<file path="src/rtl/rip_branch_tracker.sv">
// rip_branch_tracker
//
// In-order tracker for in-flight conditional branches. Each predicted branch
// is captured at fetch as {PHT index, 2-bit counter weight, predicted
// direction}. At resolve, the oldest entry is popped and the predictor
// training port is driven with registered outputs. A misprediction also
// raises a one-cycle mispredict pulse and discards every younger
// (wrong-path) entry.
//
// Ports
//   clk_i             clock; all state changes on the rising edge
//   rstn_i            synchronous active-low reset
//   push_valid_i      fetch presents a predicted branch
//   push_ready_o      an entry is free (count < DEPTH); driven from registered count only
//   push_index_i      predictor PHT index
//   push_weight_i     predictor 2-bit counter weight
//   push_pred_i       predicted direction (1 = taken)
//   resolve_valid_i   execute resolves the oldest tracked branch
//   resolve_actual_i  actual direction (1 = taken)
//   flush_i           discard all entries without training
//   update_o          predictor write enable (one cycle per resolve)
//   update_index_o    PHT index to train; holds while update_o = 0
//   update_weight_o   weight captured at prediction time; holds while update_o = 0
//   actual_o          resolved direction; holds while update_o = 0
//   mispredict_o      resolved direction differs from prediction (one cycle)
//   count_o           number of occupied entries

module rip_branch_tracker #(
  parameter int unsigned INDEX_WIDTH = 32,
  parameter int unsigned DEPTH       = 4
) (
  input  logic                   clk_i,
  input  logic                   rstn_i,
  input  logic                   push_valid_i,
  output logic                   push_ready_o,
  input  logic [INDEX_WIDTH-1:0] push_index_i,
  input  logic [1:0]             push_weight_i,
  input  logic                   push_pred_i,
  input  logic                   resolve_valid_i,
  input  logic                   resolve_actual_i,
  input  logic                   flush_i,
  output logic                   update_o,
  output logic [INDEX_WIDTH-1:0] update_index_o,
  output logic [1:0]             update_weight_o,
  output logic                   actual_o,
  output logic                   mispredict_o,
  output logic [$clog2(DEPTH):0] count_o
);

  localparam int unsigned PtrW = $clog2(DEPTH);
  localparam int unsigned CntW = PtrW + 1;

  // Entry storage. Not reset: an entry is only read while count_q says it is
  // occupied, and every occupied slot was written by an accepted push.
  logic [INDEX_WIDTH-1:0] index_q [DEPTH];
  logic [1:0]             weight_q[DEPTH];
  logic                   pred_q  [DEPTH];

  logic [PtrW-1:0] head_q, head_d;
  logic [PtrW-1:0] tail_q, tail_d;
  logic [CntW-1:0] count_q, count_d;

  logic                   update_q, update_d;
  logic                   mispredict_q, mispredict_d;
  logic [INDEX_WIDTH-1:0] update_index_q, update_index_d;
  logic [1:0]             update_weight_q, update_weight_d;
  logic                   actual_q, actual_d;

  logic push_accept;
  logic push_write;
  logic resolve_eff;
  logic head_pred;
  logic mispredict;
  logic squash;

  // ---------------------------------------------------------------------------
  // Handshake decode
  // ---------------------------------------------------------------------------

  // Ready looks only at the registered occupancy, so a full tracker refuses a
  // push even in a cycle where the head is popped.
  assign push_ready_o = (count_q < CntW'(DEPTH));
  assign push_accept  = push_valid_i && push_ready_o;
  assign resolve_eff  = resolve_valid_i && (count_q != '0);
  assign head_pred    = pred_q[head_q];
  assign mispredict   = resolve_eff && (head_pred ^ resolve_actual_i);

  // Anything younger than a mispredicting branch, or anything present at a
  // flush, is wrong-path work; that includes a push arriving this cycle.
  assign squash     = flush_i || mispredict;
  assign push_write = push_accept && !squash;

  // ---------------------------------------------------------------------------
  // Pointer / occupancy next state
  // ---------------------------------------------------------------------------

  always_comb begin
    head_d  = head_q;
    tail_d  = tail_q;
    count_d = count_q;

    if (resolve_eff) begin
      head_d = head_q + PtrW'(1);
    end

    if (squash) begin
      // The popped head (if any) has already left; drop everything behind it.
      tail_d  = head_d;
      count_d = '0;
    end else begin
      if (push_write) begin
        tail_d = tail_q + PtrW'(1);
      end
      unique case ({push_write, resolve_eff})
        2'b10:   count_d = count_q + CntW'(1);
        2'b01:   count_d = count_q - CntW'(1);
        default: count_d = count_q;
      endcase
    end
  end

  // ---------------------------------------------------------------------------
  // Training-port next state
  // ---------------------------------------------------------------------------

  always_comb begin
    update_d        = resolve_eff;
    mispredict_d    = mispredict;
    update_index_d  = update_index_q;
    update_weight_d = update_weight_q;
    actual_d        = actual_q;

    if (resolve_eff) begin
      update_index_d  = index_q[head_q];
      update_weight_d = weight_q[head_q];
      actual_d        = resolve_actual_i;
    end
  end

  // ---------------------------------------------------------------------------
  // State
  // ---------------------------------------------------------------------------

  always_ff @(posedge clk_i) begin
    if (!rstn_i) begin
      head_q          <= '0;
      tail_q          <= '0;
      count_q         <= '0;
      update_q        <= 1'b0;
      mispredict_q    <= 1'b0;
      update_index_q  <= '0;
      update_weight_q <= '0;
      actual_q        <= 1'b0;
    end else begin
      head_q          <= head_d;
      tail_q          <= tail_d;
      count_q         <= count_d;
      update_q        <= update_d;
      mispredict_q    <= mispredict_d;
      update_index_q  <= update_index_d;
      update_weight_q <= update_weight_d;
      actual_q        <= actual_d;
    end
  end

  always_ff @(posedge clk_i) begin
    if (push_write) begin
      index_q[tail_q]  <= push_index_i;
      weight_q[tail_q] <= push_weight_i;
      pred_q[tail_q]   <= push_pred_i;
    end
  end

  // ---------------------------------------------------------------------------
  // Outputs
  // ---------------------------------------------------------------------------

  assign update_o        = update_q;
  assign mispredict_o    = mispredict_q;
  assign update_index_o  = update_index_q;
  assign update_weight_o = update_weight_q;
  assign actual_o        = actual_q;
  assign count_o         = count_q;

  // ---------------------------------------------------------------------------
  // Invariants
  // ---------------------------------------------------------------------------

  // Occupancy never exceeds capacity.
  a_count_bound: assert property (@(posedge clk_i) disable iff (!rstn_i)
    count_q <= CntW'(DEPTH));

  // Tail always sits count entries ahead of head (modulo DEPTH).
  a_ptr_consistent: assert property (@(posedge clk_i) disable iff (!rstn_i)
    tail_q == PtrW'(head_q + count_q[PtrW-1:0]));

  // A training pulse is never emitted without a mispredict qualifier being
  // meaningful: mispredict implies update.
  a_mis_implies_update: assert property (@(posedge clk_i) disable iff (!rstn_i)
    mispredict_q |-> update_q);

endmodule

</file>
<file path="config.mk">
export PLATFORM = sky130hd
export DESIGN_NAME = rip_branch_tracker
export DESIGN_NICKNAME = d
export VERILOG_FILES = /design/src/rtl/rip_branch_tracker.sv
export SDC_FILE = /design/constraint.sdc
export NUM_CORES = 1
export LEC_CHECK = 0
export BUFFER_PORTS_ARGS = -buffer_cell sky130_fd_sc_hd__buf_4
export CAP_MARGIN = 20
export CORE_ASPECT_RATIO = 0.6
export CORE_MARGIN = 2
export CORE_UTILIZATION = 60
export CTS_CLUSTER_DIAMETER = 150
export DETAILED_ROUTE_END_ITERATION = 10
export PLACE_DENSITY_LB_ADDON = 0.3
export SKIP_CTS_REPAIR_TIMING = 1
export SLEW_MARGIN = 20
export SYNTH_ARGS = -nofsm -noshare
export SYNTH_HDL_FRONTEND = slang
export SYNTH_SLANG_ARGS = --single-unit
export TNS_END_PERCENT = 1
</file>
<file path="constraint.sdc">
create_clock -name clk_i -period 5.6 [get_ports clk_i]
set_input_delay 0.84 -clock clk_i [delete_from_list [all_inputs] [get_ports clk_i]]
set_output_delay 0.84 -clock clk_i [all_outputs]
set_load 0.005 [all_outputs]
</file>
==> run metrics <==
ys flop type edfxtp_1; multi-input logic area 1668 µm²; highest routed metal layer met4; area delta synth->final 18.95%; Die Y 86.83 µm; EDFF count, synth 140; Worst-Skew Late Latency about 0.43 ns; synthesized net count 442; Seq/Total Area, Yosys between 70% and 80%; filler cell count in the final layout roughly 700; Relative slew margins between 30% and 40%; Crit. End Element flop; CP Max Fanout 37; largest net degree at the start of global routing 44; # diodes 0; chip width 142.0 µm; met3 WL 727 µm; min Tclk post-route ~3.3 ns; Hold Crit Depth 2; peak supply drop 0.2544 mV; Yosys cell types 26; TritonCTS buffer count 17; vias in the first global route around 3600; status finished, final reports clean; port bufs 81; Root Buffer clkbuf_16; clk slew on worst S/H paths 0.07 ns; DRC errors left 0; Slew Limit Fails 0; Reg-to-Reg End index_q[1][1]; Data required, critical path between 5 and 6 ns; crit share post-route around 58%; Power Total 0.002811 W; Setup violations, final 0; Avg WL per Cell about 20 µm; final net count 523; Initial Utilization between 60% and 70%; H-Tree Depth 4; nature of the critical path startpoint flop; hold crit path type reg -> reg; RePlAce Congestion between 0.7 and 0.8; Yosys warnings 0; actual slew at the worst max-slew pin around 1.0 ns; gr usage total 21.88%; post-synth top area cell edfxtp_1; Rows 30; worst r2r src head_q[1]; GRT overflow 0; reg-to-reg slack, setup approximately 2.3 ns; IO Pins 82; RSZ-0062 raised after global routing false; count leader, synth edfxtp_1; critical-path cell list mux2i_1, xnor2_1, mux2_4, a21oi_4, and3_2; final hold violation count 0; layout cell share with drive strength beyond 1 roughly a third; fraction of registers with async set/reset 0%; Pwr Density approximately 340 nW/µm²; Setup Skew around 0.015 ns; worst r2r path cells 5; Initial DRC Count approximately 220; max incr delay on CP 0.98 ns; wirelength, routed about 12000 µm; post-route ant nets 0; met2 routed WL roughly 6000 µm; HPWL after DPL 7248 µm; Critical-path top delay cell dfxtp_2; Max-Cap Viols 0; synth top area cells edfxtp_1 61%, dfxtp_1 13%, mux4_2 11%; hold path start update_index_o[23]; Max clock buf depth 2; Cell Area, Synth around 6900 µm²; Metal-1 WL between 5000 and 6000 µm; initial antenna violation count 0; Avg Inst Size Synth between 15 and 20 µm²; Reg area 5087 µm²; DR vias/cell around 5.7; Die ar. between 10000 and 15000 µm²; global-route wire length before repair just under 20000 µm; CTS tree built; 1st-pass router iterations 5; area of the core approximately 11000 µm²; Yosys reg bits 184; sum of negative setup slack 0 ns; WS Path Type reg -> reg; Fmax achieved 305.8 MHz; Synth Instances between 300 and 400; P_leak 2.763 nW; top cells by count, synth 140 x edfxtp_1, 74 x nand2_1, 44 x dfxtp_1, 35 x a21boi_0, 34 x mux4_2; Yosys top cell area share approximately three fifths; via count between 3000 and 4000; Clock Sink Count 184; Critical Path AT approximately 3.3 ns; Worst Hold End update_index_o[23]; Hold Worst Slack 0.4636 ns
[worst max path at each step]
stage	slack [ns]	start	cells after the start	endpoint
after floorplan	2.80	resolve_actual_i	4	index_q[0][0]
after global placement	2.12	resolve_valid_i	6	index_q[1][29]
after detailed placement	2.00	resolve_valid_i	6	index_q[1][31]
after CTS	2.30	head_q[1]	5	index_q[1][21]
after global routing	2.14	head_q[1]	5	index_q[2][16]
final	2.33	head_q[1]	5	index_q[1][1]
[cell usage in the layout, fill, tap and decap left out, types with 5 or more instances in the layout]
| master | count |
|---|---|
| ha_1 | 5 |
| buf_4 | 83 |
| inv_1 | 6 |
| clkbuf_16 | 17 |
| edfxtp_1 | 140 |
| xnor2_1 | 7 |
| dfxtp_1 | 42 |
| a21boi_0 | 35 |
| mux4_2 | 34 |
| nand2_1 | 74 |
[logic make-up (layout without fill, tap and decap cells)]
logic type                 Yosys count  after routing  share of synthesized area [%]
AOI/OAI and AO/OA                   41             41                          4.523
xor gates and xnor gates             8              8                          1.021
adders and majority gates            6              6                          1.204
DFF                                184            184                          74.12
muxes                               38             38                          11.89
and+or+nand+nor                     90             90                          5.398
buffers and inverters               28            122                          1.842
[critical path: cells and delay by family, from the launching register on]
family           cells  cell delay [ns]
XOR/XNOR             1             0.11
AND/OR/NAND/NOR      1             0.87
multiplexers         2             0.59
flip-flops           1             0.98
AO/OA/AOI/OAI        1             0.29
[cell type report]
| type | count | share of cell area [%] |
|---|---|---|
| inverters | 7 | 0.3220 |
| clock inverters | 10 | 1.487 |
| flip-flops and latches | 184 | 62.34 |
| well taps | 144 | 2.208 |
| clock buffers | 22 | 5.566 |
| repair buffers | 83 | 7.636 |
| multi-input cells | 183 | 20.44 |
[power by group]
part / internal (W) / switching [W]
combinational: 0.0000679 / 0.0000716
sequential: 0.00150 / 0.0000111
clock: 0.000671 / 0.000490
[stage by stage]
| stage | std cells | instance area [µm²] | util [%] | setup slack (ns) |
|---|---|---|---|---|
| finish | 633 | 8160 | 72.71 | 2.330 |
| global route | 633 | 8160 | 72.71 | 2.142 |
| CTS | 633 | 8160 | 72.71 | 2.302 |
| detailed placement | 601 | 7585 | 67.58 | 1.997 |
| global placement | 601 | 7585 | 67.58 | 2.124 |
| floorplan | 395 | 6860 | - | 2.805 |
[routing by layer]
metal,track usage [%],vias up
met5,0,-
li1,-,1647
met4,8.364,0
met2,34.39,124
met3,5.249,13
met1,30.47,1794
[registers in the layout, indices dropped and copies added (netlist names), 2 cells and up]
register         flops
index_q            128
update_index_o      32
weight_q             8
pred_q               4
count_o              3
head_q               2
tail_q               2
update_weight_o      2
Note: power is estimated with default switching activity, not from simulation.
